===== src/rtl/fetch_sequencer.sv =====
// fetch_sequencer: fetches instructions, hands them to Decode with run/ok, retires and advances PC.
// Adds start/halt/single-step control, a retire counter and an EXEC watchdog.
module fetch_sequencer #(
  parameter logic [18:0] RESET_PC  = 19'h0,
  parameter int          FETCH_LAT = 1,
  parameter int          TIMEOUT   = 64
) (
  input  logic        clk,
  input  logic        rst_n,
  input  logic        start,
  input  logic        halt_req,
  output logic [16:0] IMem_raddr,
  input  logic [31:0] IMem_rdata,
  output logic [31:0] instr,
  output logic [18:0] PC,
  output logic        run,
  input  logic        ok,
  input  logic [31:0] PC_wdata,
  input  logic        PC_wren,
  output logic        retire,
  output logic        halted,
  output logic        fault,
  output logic [31:0] instr_count
);
  localparam int LW = $clog2(FETCH_LAT + 1);
  localparam int WW = $clog2(TIMEOUT + 1);
  typedef enum logic [2:0] {IDLE, FETCH, EXEC, RETIRE, HALT, FAULT} state_t;
  state_t state, next;
  logic [LW-1:0] lat;
  logic [WW-1:0] wd;
  logic br_pend, halt_pend;
  logic [18:0] br_tgt, jmp_tgt;
  logic fetch_done, timeout, unused_bits;
  assign IMem_raddr = PC[18:2];
  assign jmp_tgt = {PC_wdata[18:2], 2'b00};
  assign fetch_done = lat == LW'(FETCH_LAT - 1);
  assign timeout = wd == WW'(TIMEOUT - 1);
  assign unused_bits = ^{PC_wdata[31:19], PC_wdata[1:0]};
  always_comb begin
    next = state;
    case (state)
      IDLE, HALT: next = start ? FETCH : state;
      FETCH:      next = fetch_done ? EXEC : FETCH;
      EXEC:       next = ok ? RETIRE : timeout ? FAULT : EXEC;
      RETIRE:     next = halt_pend ? HALT : FETCH;
      default:    next = FAULT;
    endcase
  end
  // Outputs are registered from next-state so run drops on the same edge ok is sampled.
  always_ff @(posedge clk or negedge rst_n) begin
    if (!rst_n) begin
      state       <= IDLE;
      lat         <= '0;
      wd          <= '0;
      PC          <= RESET_PC;
      instr       <= '0;
      run         <= 1'b0;
      retire      <= 1'b0;
      halted      <= 1'b0;
      fault       <= 1'b0;
      instr_count <= '0;
      br_pend     <= 1'b0;
      br_tgt      <= '0;
      halt_pend   <= 1'b0;
    end else begin
      state     <= next;
      lat       <= (state == FETCH && !fetch_done) ? lat + 1'b1 : '0;
      wd        <= (state == EXEC && next == EXEC) ? wd + 1'b1 : '0;
      run       <= next == EXEC;
      retire    <= next == RETIRE;
      halted    <= next == HALT;
      fault     <= next == FAULT;
      halt_pend <= (halt_pend && state != RETIRE) || (halt_req && state != IDLE && state != FAULT);
      if (state == FETCH && fetch_done) begin
        instr   <= IMem_rdata;
        br_pend <= 1'b0;
      end
      if (state == EXEC && PC_wren) begin
        br_pend <= 1'b1;
        br_tgt  <= jmp_tgt;
      end
      if (state == EXEC && ok) begin
        PC          <= PC_wren ? jmp_tgt : br_pend ? br_tgt : PC + 19'd4;
        instr_count <= instr_count + 32'd1;
      end
    end
  end
endmodule


===== config.mk =====
export PLATFORM = sky130hd
export DESIGN_NAME = fetch_sequencer
export DESIGN_NICKNAME = d
export VERILOG_FILES = /design/src/rtl/fetch_sequencer.sv
export SDC_FILE = /design/constraint.sdc
export NUM_CORES = 1
export LEC_CHECK = 0
export ABC_AREA = 1
export CORE_MARGIN = 1
export CORE_UTILIZATION = 45
export DETAILED_ROUTE_END_ITERATION = 8
export HOLD_SLACK_MARGIN = 0.15
export PLACE_DENSITY = 0.8
export SYNTH_ARGS = -nofsm -noshare
export SYNTH_HDL_FRONTEND = slang
export SYNTH_SLANG_ARGS = --single-unit

===== constraint.sdc =====
create_clock -name clk -period 1.8 [get_ports clk]
set_input_delay 0.27 -clock clk [delete_from_list [all_inputs] [get_ports clk]]
set_output_delay 0.27 -clock clk [all_outputs]
set_load 0.05 [all_outputs]

---- Word level (Yosys, flattened, before mapping) ----
Index checks and enable logic that the tools add are counted.
operators by class
  add/sub/neg operators ................... 4
  equal/unequal tests ..................... 11
  multiplexer cells ....................... 12
  bitwise gates (word level) .............. 1
  reduce and logical (&&, ||, !) cells .... 13
operator list
  operator               count
  $mux 19                2
  $add 32x1->32 const B  1
  $add 19x3->19 const B  1
  $eq 3x2->1 const B     4
  $mux 3                 4
  $pmux 3 s4             1
  $eq 3x3->1 const B     3
  $logic_and 1x1->1      8
  $add 7x1->7 const B    1
  $eq 7x6->1 const B     1
  $mux 7                 1
  $eq 3x1->1 const B     1
  $logic_not 3->1        1
  $mux 1                 3
  $ne 3x2->1 const B     1
  $ne 3x3->1 const B     1
  $reduce_bool 3->1      1
  $mux 2                 1
  $reduce_bool 2->1      1
  $reduce_or 2->1        1
  $add 1x1->1 const B    1
  $logic_or 1x1->1       1
  $not 1->1              1
word-level totals
  register bits after elaboration ......... 117
  input bits .............................. 70
  logic and storage cells ................. 54

---- Longest topological paths before layout ----
  depth in word-level cells ............... 7
  depth in mapped cells ................... 11

---- Worst setup path before layout ----
Ideal clock, no wire load.
  path kind ............................... reg-to-reg
  start ................................... register instr_count[1]
  end ..................................... register instr_count[16]
  arrival time ............................ 1.763 ns
  required time ........................... 1.682 ns
  setup slack ............................. -0.081 ns
  cell stages (with the launch flop) ...... 10
  buffers on the path ..................... 0
  period minus slack after synthesis ...... 1.881 ns
  cell sequence ........................... dfrtp_1 ha_1 inv_1 nor2_1 inv_1 nor2_1 nand3_1 xnor2_1 nand2_1 nand2_1
between the ends
  longest elaborated chain between the ends .. 1
ends and longest elaborated chain
  element                 RTL line  text
  start, declared         23        output logic [31:0] instr_count
  start signal, assigned  84        instr_count <= instr_count + 32'd1;
  $add 32x1->32           84
Every way passes these cells.
A chain may end at the register's enable or synchronous reset.

---- Worst setup path after layout ----
  start ................................... register state[1]
  end ..................................... register PC[2]
between the ends
  longest elaborated chain between the ends .. 2
ends and longest elaborated chain
  element                 RTL line  text
  start, declared         28        state_t state, next;
  start signal, assigned  66        state <= next;
  $eq 3x2->1              82        if (state == EXEC && ok) begin
  $logic_and 1x1->1       82
  end signal, assigned    83        PC <= PC_wren ? jmp_tgt : br_pend ? br_tgt : PC + 19'd4;
  end, declared           15        output logic [18:0] PC,
Every way passes these cells.

==> flow_metrics.env <==
export IMPL_clkTransAtPathRegs_ns=0.05
export IMPL_die_area_sq_um=13900
export IMPL_h_tree_depth=4
export IMPL_r2r_setup_slack_ns=0.15
export IMPL_p_comb_frac=0.064
export IMPL_hpwl_um=10700
export IMPL_postSynthCellCount=799
export IMPL_p_leak_nw=3.93
export IMPL_grt_pass1_vias=5534
export IMPL_clock_skew_ns=0.00546
export IMPL_num_rows=41
export IMPL_drc=0
export IMPL_slew_viol_final=0
export IMPL_crit_path_end_kind="flip-flop"
export IMPL_r2r_start="state[1]$_DFF_PN0_"
export IMPL_drive_gt1_frac=0.169
export IMPL_routed_wl_um=15400
export IMPL_fin_util=0.642
export IMPL_r2r_end="PC[2]$_DFFE_PN0P_"
export IMPL_p_sw_frac=0.214
export IMPL_clockBufferDepth=2
export IMPL_finalNetCount=1033
export IMPL_start_util=0.470
export IMPL_mostFrequentLayoutCells="nand2_1 (315), dfrtp_1 (108), nor2_1 (99)"
export IMPL_seqCellArea_sq_um=2890
export IMPL_synth_xor_area_share=0.0334
export IMPL_ff2ff_path_depth=7
export IMPL_powerDensity_nw_per_um2=796
export IMPL_status="completed"
export IMPL_critPathKind="flip-flop to flip-flop"
export IMPL_vias=5726
export IMPL_cts_root_buf="clkbuf_16"
export IMPL_via_per_inst=5.00
export IMPL_antenna_found_initial=0
export IMPL_endpoint="PC[2]$_DFFE_PN0P_"
export IMPL_grt_max_degree=41
export IMPL_netSwitchingPower_mw=1.41
export IMPL_synth_simple_area_share=0.333
export IMPL_critPathRequiredTime_ns=2.12
export IMPL_fill_cells=1110
export IMPL_overflow=0
export IMPL_synth_top_family_by_area="simple AND/OR/NAND/NOR gates"
export IMPL_synth_fa_ha_area_frac=0.00622
export IMPL_cts_tree="done"
export IMPL_io_buffers=156
export IMPL_seq_area_frac_synth=0.477
export IMPL_relSlewSlack=0.661
export IMPL_multiInputGateArea_sq_um=2710
export IMPL_fmax_mhz=608
export IMPL_setup_tns_ns=0
export IMPL_syn_area_sq_um=6030
export IMPL_peakVddDrop_v=0.000592
export IMPL_cp_max_fo=30
export IMPL_maxCapViolCount=0
export IMPL_pwr_share_clk=0.535
export IMPL_synthDistinctLibCells=32
export IMPL_clock_latency_ns=0.41
export IMPL_seq_power_share=0.401
export IMPL_synth_compound_area_frac=0.0510
export IMPL_ys_ff_latch=115
export IMPL_cts_sinks=115
export IMPL_tightest_slew_ns=0.511
export IMPL_finalCritPeriodShare=0.914
export IMPL_ant_nets=0
export IMPL_diodes=0
export IMPL_rsz0062_at_grt="false"
export IMPL_cp_start_kind="flip-flop"
export IMPL_core_sq_um=12800
export IMPL_die_h_um=118
export IMPL_area_growth_pct=36.5
export IMPL_cp_arrival_ns=1.97
export IMPL_intPower_mw=5.15
export IMPL_wl_per_cell_um=13.4
export IMPL_postSynthAreaPerCell_sq_um=7.55
export IMPL_yosysWarnings=0
export IMPL_dr_pass1_iters=5
export IMPL_setup_viol=0
export IMPL_startpoint="state[1]$_DFF_PN0_"
export IMPL_die_x_um=118
export IMPL_synthMuxAreaShare=0.0224
export IMPL_hold_class="input port to asynchronous set/reset pin"
export IMPL_grtUsageTotal=0.236
export IMPL_place_congestion=0.886
export IMPL_hold_viol=0
export IMPL_numCtsBuffers=17
export IMPL_grt_pass1_wl_um=26200
export IMPL_fin_crit_ns=1.65
export IMPL_ios=174
export IMPL_drt_initial_drc_count=342
export IMPL_layout_commonest_cell="nand2_1"
sequential cells by signal, indices dropped and copies added, names as in the netlist, 3 cells and up:
name and count:
instr 32, br_tgt 17, instr_count 32, state 3, wd 7, PC 17
worst min path at each step:
stage	startpoint	to
after floorplan	rst_n	PC[10]$_DFFE_PN0P_
after global placement	rst_n	instr_count[22]$_DFFE_PN0P_
after detailed placement	rst_n	instr_count[30]$_DFFE_PN0P_
after CTS	rst_n	instr_count[30]$_DFFE_PN0P_
after global routing	rst_n	instr_count[30]$_DFFE_PN0P_
final	rst_n	instr_count[30]$_DFFE_PN0P_
cell usage after synthesis:
cell | count | area [sq um]
and2_1 | 1 | 6.26
nand2_1 | 315 | 1180
clkbuf_1 | 9 | 33.8
buf_4 | 19 | 143
buf_2 | 10 | 50.1
inv_2 | 1 | 3.75
nand2_2 | 1 | 6.26
a32o_1 | 1 | 10.0
nor2_1 | 101 | 379
nand4_1 | 6 | 37.5
nor3_4 | 1 | 16.3
conb_1 | 1 | 3.75
nand3_1 | 35 | 175
o21ai_0 | 21 | 105
nor2_2 | 2 | 12.5
nor3_1 | 8 | 40.0
nand3b_1 | 12 | 90.1
nand2_4 | 1 | 11.3
xor2_1 | 16 | 140
nand3_2 | 1 | 10.0
xnor2_1 | 7 | 61.3
a22oi_1 | 2 | 15.0
a21oi_1 | 30 | 150
dfrtp_1 | 115 | 2880
nor4_4 | 1 | 21.3
nor2_4 | 2 | 22.5
o211ai_1 | 2 | 15.0
buf_1 | 2 | 7.51
mux2_2 | 12 | 135
ha_1 | 3 | 37.5
inv_1 | 59 | 221
o22ai_1 | 2 | 12.5
cells by family after synthesis:
family          count (synthesis)
compound gates                 58
xor+xnor                       23
fa+ha+maj                       3
buf+inv                       100
flops                         115
mux                            12
other cells                     1
simple gates                  487
final cells by class:
class,count,area share
clock buffer,21,0.0559
clock inverter,11,0.0191
inverter,60,0.0273
multi-input combinational,586,0.329
sequential,115,0.350
tap,172,0.0261
timing repair buffer,180,0.192
power groups by stage:
stage	Clock (mW)	Combinational (mW)	Sequential, mW
after floorplan	0	0.136	2.72
after global placement	0	0.418	2.67
after detailed placement	0	0.423	2.67
after CTS	3.56	0.426	2.63
after global routing	3.68	0.454	2.63
final	3.51	0.422	2.63
routing by layer:
metal / track usage / vias up / part of all wire
li1: - / 2808 / -
met1: 0.301 / 2648 / 0.43
met2: 0.369 / 248 / 0.46
met3: 0.0799 / 22 / 0.095
met4: 0.0897 / 0 / 0.014
met5: 0 / - / 0
critical path, cell delays in order, from the launching register on:
cell,delay [ns]
dfrtp_1,0.44
inv_2,0.08
nor2_2,0.14
nand2_1,0.11
nor2_2,0.12
buf_4,0.35
o21ai_0,0.15
o22ai_1,0.15
repair_timing:
item / 4_1_cts / 5_1_grt
setup endpoints to repair: 24 / 5
resized for setup: 24 / 2
pin swaps: 0 / 1
gates cloned: 0 / 0
hold buffers: 1 / 0
setup buffers: 0 / 1
endpoints found under the hold margin: 97 / 0
stage by stage:
step           hold WS, ns  setup WS [ns]  area [sq um]  std cells  power, mW
2_1_floorplan      -0.0256         0.0250          6050        801       2.86
3_3_place_gp         0.214          0.136          7620       1111       3.09
3_5_place_dp         0.216         0.0791          7620       1111       3.10
4_1_cts              0.321         0.0909          8220       1144       6.62
5_1_grt              0.370         0.0125          8240       1145       6.77
6_report             0.322          0.154          8240       1145       6.56
Note: power is estimated with default switching activity, not from simulation.
